**src/rtl/mem_arb_pkg.sv**
```systemverilog
// Shared types and constants for the dual-core memory arbiter and its lock table.
package mem_arb_pkg;
  localparam int NCORE  = 2;
  localparam int LOCK_W = 10;

  typedef enum logic [1:0] {
    IDLE   = 2'd0,
    ACCESS = 2'd1,
    RESP   = 2'd2
  } state_t;
endpackage

```
**src/rtl/mem_lock_table.sv**
```systemverilog
// Single-entry address lock shared by two cores; full locking only when MEM_ARB_LOCK_EN
// is defined, otherwise lock_en is simply acknowledged and nothing is ever blocked.
module mem_lock_table #(
  parameter int LOCK_W = 10
) (
  input  logic                clk,
  input  logic                reset,
  input  logic [1:0]          lock_en,
  input  logic [1:0]          unlock_en,
  input  logic [2*LOCK_W-1:0] lock_adr,
  input  logic                prio,
  input  logic [2*LOCK_W-1:0] chk_rd_adr,
  input  logic [2*LOCK_W-1:0] chk_wr_adr,
  output logic [1:0]          lock_ac,
  output logic [1:0]          blk_rd,
  output logic [1:0]          blk_wr
);
  import mem_arb_pkg::*;

  logic [1:0] r_lock_ac;

  assign lock_ac = r_lock_ac;

`ifdef MEM_ARB_LOCK_EN
  logic              r_lock_valid;
  logic              r_lock_owner;
  logic [LOCK_W-1:0] r_lock_reg;
  logic [1:0]        w_can;
  logic [1:0]        w_gnt;

  // A core still seeing its own lock_ac pulse is masked so a held lock_en is not re-granted.
  always_comb begin
    w_can  = '0;
    blk_rd = '0;
    blk_wr = '0;
    for (int i = 0; i < NCORE; i++) begin
      w_can[i]  = lock_en[i] & ~r_lock_ac[i] &
                  (~r_lock_valid | ((r_lock_owner == 1'(i)) &&
                                    (r_lock_reg == lock_adr[i*LOCK_W +: LOCK_W])));
      blk_rd[i] = r_lock_valid && (r_lock_owner != 1'(i)) &&
                  (chk_rd_adr[i*LOCK_W +: LOCK_W] == r_lock_reg);
      blk_wr[i] = r_lock_valid && (r_lock_owner != 1'(i)) &&
                  (chk_wr_adr[i*LOCK_W +: LOCK_W] == r_lock_reg);
    end
    w_gnt = w_can;
    if (&w_can) w_gnt = prio ? 2'b10 : 2'b01;
  end

  always_ff @(posedge clk or negedge reset) begin
    if (!reset) begin
      r_lock_ac    <= '0;
      r_lock_valid <= 1'b0;
      r_lock_owner <= 1'b0;
      r_lock_reg   <= '0;
    end else begin
      r_lock_ac <= w_gnt;
      if (r_lock_valid && unlock_en[r_lock_owner]) r_lock_valid <= 1'b0;
      if (|w_gnt) begin
        r_lock_valid <= 1'b1;
        r_lock_owner <= w_gnt[1];
        r_lock_reg   <= w_gnt[1] ? lock_adr[LOCK_W +: LOCK_W] : lock_adr[0 +: LOCK_W];
      end
    end
  end
`else
  logic w_unused;

  assign blk_rd   = '0;
  assign blk_wr   = '0;
  assign w_unused = ^{unlock_en, lock_adr, prio, chk_rd_adr, chk_wr_adr};

  always_ff @(posedge clk or negedge reset) begin
    if (!reset) r_lock_ac <= '0;
    else        r_lock_ac <= lock_en & ~r_lock_ac;
  end
`endif
endmodule

```
**src/rtl/mem_arbiter.sv**
```systemverilog
// Round-robin arbiter giving two cores access to one shared RAM, with an optional
// address lock (MEM_ARB_LOCK_EN) that stalls the other core's accesses to the locked address.
//   state  | meaning
//   IDLE   | pick an eligible requester, launch its RAM cycle
//   ACCESS | RAM address (and write strobe) on the bus; writes complete here
//   RESP   | read data returns from RAM and is captured for the core
module mem_arbiter #(
  parameter int DAT_W  = 16,
  parameter int LOCK_W = 10
) (
  input  logic                clk,
  input  logic                reset,
  input  logic [1:0]          read_request,
  input  logic [1:0]          write_request,
  input  logic [2*DAT_W-1:0]  read_adr,
  input  logic [2*DAT_W-1:0]  write_adr,
  input  logic [2*DAT_W-1:0]  write_dat,
  input  logic [2*LOCK_W-1:0] lock_adr,
  input  logic [1:0]          lock_en,
  input  logic [1:0]          unlock_en,
  output logic [1:0]          mem_ac,
  output logic [2*DAT_W-1:0]  mem_dat,
  output logic [1:0]          lock_ac,
  output logic [DAT_W-1:0]    ram_adr,
  output logic [DAT_W-1:0]    ram_wdat,
  output logic                ram_we,
  input  logic [DAT_W-1:0]    ram_rdat
);
  import mem_arb_pkg::*;

  state_t              r_state, w_state_nxt;
  logic                r_prio, r_core, r_is_rd, r_ram_we;
  logic [1:0]          r_mem_ac;
  logic [2*DAT_W-1:0]  r_mem_dat;
  logic [DAT_W-1:0]    r_ram_adr, r_ram_wdat;
  logic [1:0]          w_blk_rd, w_blk_wr, w_rd_ok, w_wr_ok, w_any;
  logic                w_grant, w_gcore, w_grd, w_done, w_req_held;
  logic [2*LOCK_W-1:0] w_chk_rd, w_chk_wr;
  logic [DAT_W-1:0]    w_sel_rd_adr, w_sel_wr_adr, w_sel_wdat;

  always_comb begin
    w_chk_rd = '0;
    w_chk_wr = '0;
    for (int i = 0; i < NCORE; i++) begin
      w_chk_rd[i*LOCK_W +: LOCK_W] = read_adr[i*DAT_W +: LOCK_W];
      w_chk_wr[i*LOCK_W +: LOCK_W] = write_adr[i*DAT_W +: LOCK_W];
    end
  end

  mem_lock_table #(.LOCK_W(LOCK_W)) u_lock (
    .clk        (clk),
    .reset      (reset),
    .lock_en    (lock_en),
    .unlock_en  (unlock_en),
    .lock_adr   (lock_adr),
    .prio       (r_prio),
    .chk_rd_adr (w_chk_rd),
    .chk_wr_adr (w_chk_wr),
    .lock_ac    (lock_ac),
    .blk_rd     (w_blk_rd),
    .blk_wr     (w_blk_wr)
  );

  always_ff @(posedge clk or negedge reset) begin
    if (!reset) r_state <= IDLE;
    else        r_state <= w_state_nxt;
  end

  // A core whose ac pulse is still visible is skipped, since it drops its request only after seeing ac.
  always_comb begin
    w_state_nxt = r_state;
    w_grant     = 1'b0;
    w_gcore     = r_prio;
    w_grd       = 1'b0;
    w_done      = 1'b0;
    w_rd_ok     = read_request  & ~w_blk_rd & ~r_mem_ac;
    w_wr_ok     = write_request & ~w_blk_wr & ~r_mem_ac;
    w_any       = w_rd_ok | w_wr_ok;
    case (r_state)
      IDLE: begin
        if (|w_any) begin
          w_grant     = 1'b1;
          w_gcore     = w_any[r_prio] ? r_prio : ~r_prio;
          w_grd       = w_rd_ok[w_gcore];
          w_state_nxt = ACCESS;
        end
      end
      ACCESS: begin
        w_state_nxt = r_is_rd ? RESP : IDLE;
        w_done      = ~r_is_rd;
      end
      RESP: begin
        w_state_nxt = IDLE;
        w_done      = 1'b1;
      end
      default: w_state_nxt = IDLE;
    endcase
  end

  assign w_sel_rd_adr = w_gcore ? read_adr[DAT_W +: DAT_W]  : read_adr[0 +: DAT_W];
  assign w_sel_wr_adr = w_gcore ? write_adr[DAT_W +: DAT_W] : write_adr[0 +: DAT_W];
  assign w_sel_wdat   = w_gcore ? write_dat[DAT_W +: DAT_W] : write_dat[0 +: DAT_W];
  assign w_req_held   = r_is_rd ? read_request[r_core] : write_request[r_core];

  always_ff @(posedge clk or negedge reset) begin
    if (!reset) begin
      r_prio     <= 1'b0;
      r_core     <= 1'b0;
      r_is_rd    <= 1'b0;
      r_mem_ac   <= '0;
      r_mem_dat  <= '0;
      r_ram_adr  <= '0;
      r_ram_wdat <= '0;
      r_ram_we   <= 1'b0;
    end else begin
      r_mem_ac <= '0;
      r_ram_we <= 1'b0;
      if (w_grant) begin
        r_prio    <= ~w_gcore;
        r_core    <= w_gcore;
        r_is_rd   <= w_grd;
        r_ram_adr <= w_grd ? w_sel_rd_adr : w_sel_wr_adr;
        r_ram_we  <= ~w_grd;
        if (!w_grd) r_ram_wdat <= w_sel_wdat;
      end
      if (w_done && w_req_held) begin
        r_mem_ac[r_core] <= 1'b1;
        if (r_is_rd) begin
          if (r_core) r_mem_dat[DAT_W +: DAT_W] <= ram_rdat;
          else        r_mem_dat[0 +: DAT_W]     <= ram_rdat;
        end
      end
    end
  end

  assign mem_ac   = r_mem_ac;
  assign mem_dat  = r_mem_dat;
  assign ram_adr  = r_ram_adr;
  assign ram_wdat = r_ram_wdat;
  assign ram_we   = r_ram_we;
endmodule

```
**config.mk**
```make
export PLATFORM = sky130hd
export DESIGN_NAME = mem_arbiter
export DESIGN_NICKNAME = d
export VERILOG_FILES = /design/src/rtl/mem_arb_pkg.sv /design/src/rtl/mem_lock_table.sv /design/src/rtl/mem_arbiter.sv
export SDC_FILE = /design/constraint.sdc
export NUM_CORES = 1
export LEC_CHECK = 0
export CAP_MARGIN = 5
export CORE_AREA = 2 2 112 114
export CTS_CLUSTER_DIAMETER = 60
export DETAILED_ROUTE_END_ITERATION = 6
export DIE_AREA = 0 0 114 116
export PLACE_DENSITY = 0.86
export SETUP_SLACK_MARGIN = 0.2
export SLEW_MARGIN = 20
export SYNTH_ARGS = -nofsm -noshare
export SYNTH_HDL_FRONTEND = slang
export SYNTH_SLANG_ARGS = --single-unit
export TNS_END_PERCENT = 50
```
**constraint.sdc**
```tcl
create_clock -name clk -period 2.05 [get_ports clk]
set_clock_uncertainty 0.05 [all_clocks]
set_input_delay 0.41 -clock clk [delete_from_list [all_inputs] [get_ports clk]]
set_output_delay 0.41 -clock clk [all_outputs]
set_load 0.1 [all_outputs]
```
==> run_results.csv <==
group,metric,value,unit
synth,synth_fp_nets,503,
clock_tree,insertion_delay,0.33,ns
pwr,p_comb_share,69.4,%
die,rows,40,
timing,whs,0.00627,ns
pwr,powerDensity,1920,nW/um^2
synth,ys_async_sr_fraction,100,%
detailed_routing,drt_iter0_markers,221,
synth,synthAdderAreaFrac,1.21,%
pwr,vdd_ir_drop_max,1.25,mV
synth,ys.flop_type,"dfrtp_1",
clock_tree,h-tree-depth,3,
synth,syn_avg_cell_area,11.6,sq um
synth,synth.distinct_cells,48,
layout,drive_gt1_share,39.3,%
pwr,p_clk_share,11.8,%
pwr,intPower,6.06,mW
die,die-height,116,um
critical_path,start_kind,"flip-flop",
hold_path,hold_class,"in -> async",
critical_path,crit_buf_inv,1,
synth,syn_inst,357,
pwr,swShare,54.6,%
detailed_routing,antenna_left,0,
critical_path,r2r_cells,6,
global_route,grt_pass1_vias,4066,
timing,finalCriticalPeriod,1.95,ns
critical_path,cpLargestDelayFamily,"multiplexers",
detailed_routing,drt-total-wl,12.8,mm
synth,synthMuxAreaShare,23.9,%
timing,max_slew_margin,65.2,%
synth,synth_edf_count,0,
clock_tree,cts_tree,"built",
clock_tree,postCtsHoldBufs,0,
timing,worst_pin_slew,0.521,ns
layout,nets,722,
synth,synth_top_family_by_area,"multiplexers",
timing,final_hold_viol_count,0,
detailed_routing,vias,3886,
clock_tree,path_clk_slew,0.06,ns
pwr,p_leak,3.11,nW
pwr,seqPwrFrac,18.8,%
clock_tree,cts_buffers,9,
critical_path,path_depth,6,
detailed_routing,routed_via_density,5.35,
die,io_pins,211,
critical_path,crit_chain,"o21ba_4, a21oi_4, o2bb2ai_4, clkbuf_16, mux2_4, mux2_4",
place,port_buffers,188,
critical_path,critPathMaxFanout,8,
timing,rsz0062_at_grt,"true",
detailed_routing,drc_errors,0,
die,core,11900,sq um
critical_path,critPathKind,"reg -> reg",
timing,max_clock_freq,514,MHz
synth,synth_compound_area_share,16.6,%
synth,synth-xor-area-share,0,%
place,globalplace.congestion,0.793,
layout,diodes,0,
place,dp_hpwl,9.25,mm
timing,timing.final.max_slew_violations,0,
critical_path,worstSetupEndpointType,"flip-flop",
global_route,globalRouteTotalUtil,18.9,%
pwr,p_sw,7.28,mW
critical_path,crit_required,2.21,ns
synth,yosys.area_share.simple,9.55,%
global_route,grt_max_degree,41,
synth,synth.ff_latch_count,74,
critical_path,critPathMostFrequentCell,"mux2_4",
die,fp.dieW,114,um
critical_path,cp_data_arrival_time,2.11,ns
status,status,"finished clean",
timing,setup_viol,0,
layout,areaGrowthSynthToFinish,67.7,%
clock_tree,clk_root_buffer_cell,"clkbuf_16",
critical_path,reg2reg_slack,0.10,ns
critical_path,crit_path_max_incr_delay,0.50,ns
global_route,grt_pass1_wl,19.8,mm
critical_path,r2r-start,"mem_ac[1]$_DFF_PN0_",
die,die-area,13200,sq um
synth,ys_warn_count,0,
flow_run,maxCapViolations,0,
detailed_routing,avgRoutedWirePerCell,17.6,um
pwr,power.total,13.3,mW
global_route,overflow,0,
synth,seq_area_frac_synth,44.6,%
global_route,antenna_found_initial,0,
clock_tree,clockBufferDepth,2,
die,start_util,34.9,%
critical_path,cpMaxStageDelayCell,"dfrtp_4",
timing,fin_crit_sh,95.0,%
critical_path,reg2reg_to,"ram_wdat[5]$_DFFE_PN0P_",
synth,netlist_area,4150,sq um
clock_tree,cts.sinks,74,
detailed_routing,drt_pass1_iterations,4,
routing by layer:
| metal | vias to the layer above | track usage [%] | routed length (um) |
|---|---|---|---|
| li1 | 1800 | - | - |
| met1 | 1896 | 21.6 | 5130 |
| met2 | 175 | 33.3 | 6500 |
| met3 | 15 | 5.91 | 1000 |
| met4 | 0 | 6.91 | 202 |
| met5 | - | 0 | 0 |
final cells by class:
type                            instances  area [sq um]
Timing Repair Buffer                  234          2210
Tap cell                              147           184
Sequential cell                        74          1860
Inverter                                7          26.3
Clock buffer                           10           239
Fill cell                             959          4950
Clock inverter                          5          55.1
Multi-Input combinational cell        250          2390
worst max path at each step:
stage | to | from
floorplan | ram_wdat[10]$_DFFE_PN0P_ | mem_ac[1]$_DFF_PN0_
global placement | ram_adr[2]$_DFFE_PN0P_ | write_request[0]
detailed placement | ram_adr[2]$_DFFE_PN0P_ | write_request[0]
CTS | ram_wdat[4]$_DFFE_PN0P_ | mem_ac[1]$_DFF_PN0_
global route | ram_wdat[14]$_DFFE_PN0P_ | mem_ac[1]$_DFF_PN0_
finish | ram_wdat[5]$_DFFE_PN0P_ | mem_ac[1]$_DFF_PN0_
metrics by stage:
stage	instance area (sq um)	setup slack, ns	cells	TNS (ns)	util [%]
final	6960	0.103	727	0	58.4
after global routing	6960	0.0503	727	0	58.4
after floorplan	4330	-0.135	357	-1.47	-
after global placement	6380	-0.400	697	-12.51	53.6
after CTS	6910	0.0831	724	0	58.0
after detailed placement	6380	-0.446	697	-14.10	53.6
flip-flops by register name, indices dropped and copies added, names as in the netlist:
name	cells
ram_adr	16
ram_wdat	16
r_prio	1
mem_dat	32
r_state	2
mem_ac	2
u_lock.lock_ac	2
r_is_rd	1
r_core	1
ram_we	1
worst reg2reg max path, stage by stage, from the launching register on:
cell,delay (ns)
dfrtp_4,0.50
o21ba_4,0.27
a21oi_4,0.06
o2bb2ai_4,0.19
clkbuf_16,0.21
mux2_4,0.30
mux2_4,0.25
Yosys cell counts, types with 2 or more instances:
| cell type | instances | area share [%] |
|---|---|---|
| a21oi_1 | 3 | 0.36 |
| a221oi_1 | 7 | 1.5 |
| a22o_1 | 7 | 1.5 |
| a31oi_1 | 2 | 0.30 |
| buf_1 | 3 | 0.27 |
| buf_2 | 10 | 1.2 |
| buf_4 | 3 | 0.54 |
| buf_6 | 3 | 0.81 |
| clkbuf_1 | 7 | 0.63 |
| dfrtp_1 | 74 | 45 |
| ha_1 | 4 | 1.2 |
| inv_1 | 6 | 0.54 |
| mux2_2 | 64 | 17 |
| mux2i_1 | 25 | 6.0 |
| nand2_1 | 23 | 2.1 |
| nand3_1 | 39 | 4.7 |
| nor2_1 | 5 | 0.45 |
| nor2b_1 | 4 | 0.60 |
| o2111a_1 | 18 | 4.9 |
| o21a_1 | 7 | 1.3 |
| o21ai_0 | 3 | 0.36 |
| o221ai_1 | 7 | 1.5 |
| o31ai_1 | 7 | 1.3 |
| o31ai_2 | 2 | 0.60 |
logic make-up (layout without fill, tap and decap cells):
kind of cell	count (synthesis)	in the layout
adder cells (fa/ha/maj)	4	4
multiplexers	90	90
AND/OR/NAND/NOR	79	79
flip-flops	74	74
buffers and inverters	33	256
AO/OA/AOI/OAI	77	77
cells in the final DEF, fill, tap and decap left out, types with 2 or more instances in the layout:
cell type / n
o2111a_1: 18
o21a_1: 7
dlygate4sd2_1: 4
o21ai_2: 2
buf_12: 10
nor2_4: 3
buf_6: 6
dfrtp_4: 2
buf_4: 99
a22o_1: 7
dfrtp_1: 72
inv_2: 3
clkdlybuf4s50_1: 114
mux2i_1: 25
a221oi_2: 4
o21ba_4: 2
o31ai_2: 6
a31oi_1: 2
nand3_1: 39
clkinvlp_4: 2
a221oi_1: 3
nor2_1: 3
mux2_2: 32
o221ai_1: 7
nand2_1: 23
inv_1: 4
ha_1: 3
mux2_4: 32
clkbuf_16: 10
clkinv_2: 2
a21oi_1: 3
o21ai_0: 3
o31ai_1: 3
nor2b_1: 4
power by group through the flow:
stage	Clock [mW]	Sequential, mW	Combinational [mW]
final	1.57	2.51	9.27
after CTS	1.61	2.51	9.24
after global routing	1.68	2.59	9.63
after global placement	0	2.48	8.62
after floorplan	0	6.58	2.63
after detailed placement	0	2.52	8.78
what timing repair did:
| action | CTS | global route |
|---|---|---|
| endpoints found under the setup margin | 54 | 54 |
| buffers inserted | 11 | 3 |
| gates cloned | 1 | 0 |
| gates resized for setup | 35 | 7 |
| pin swaps | 16 | 6 |
| endpoints found under the hold margin | 0 | 0 |
(Power assumes the default switching activity.)
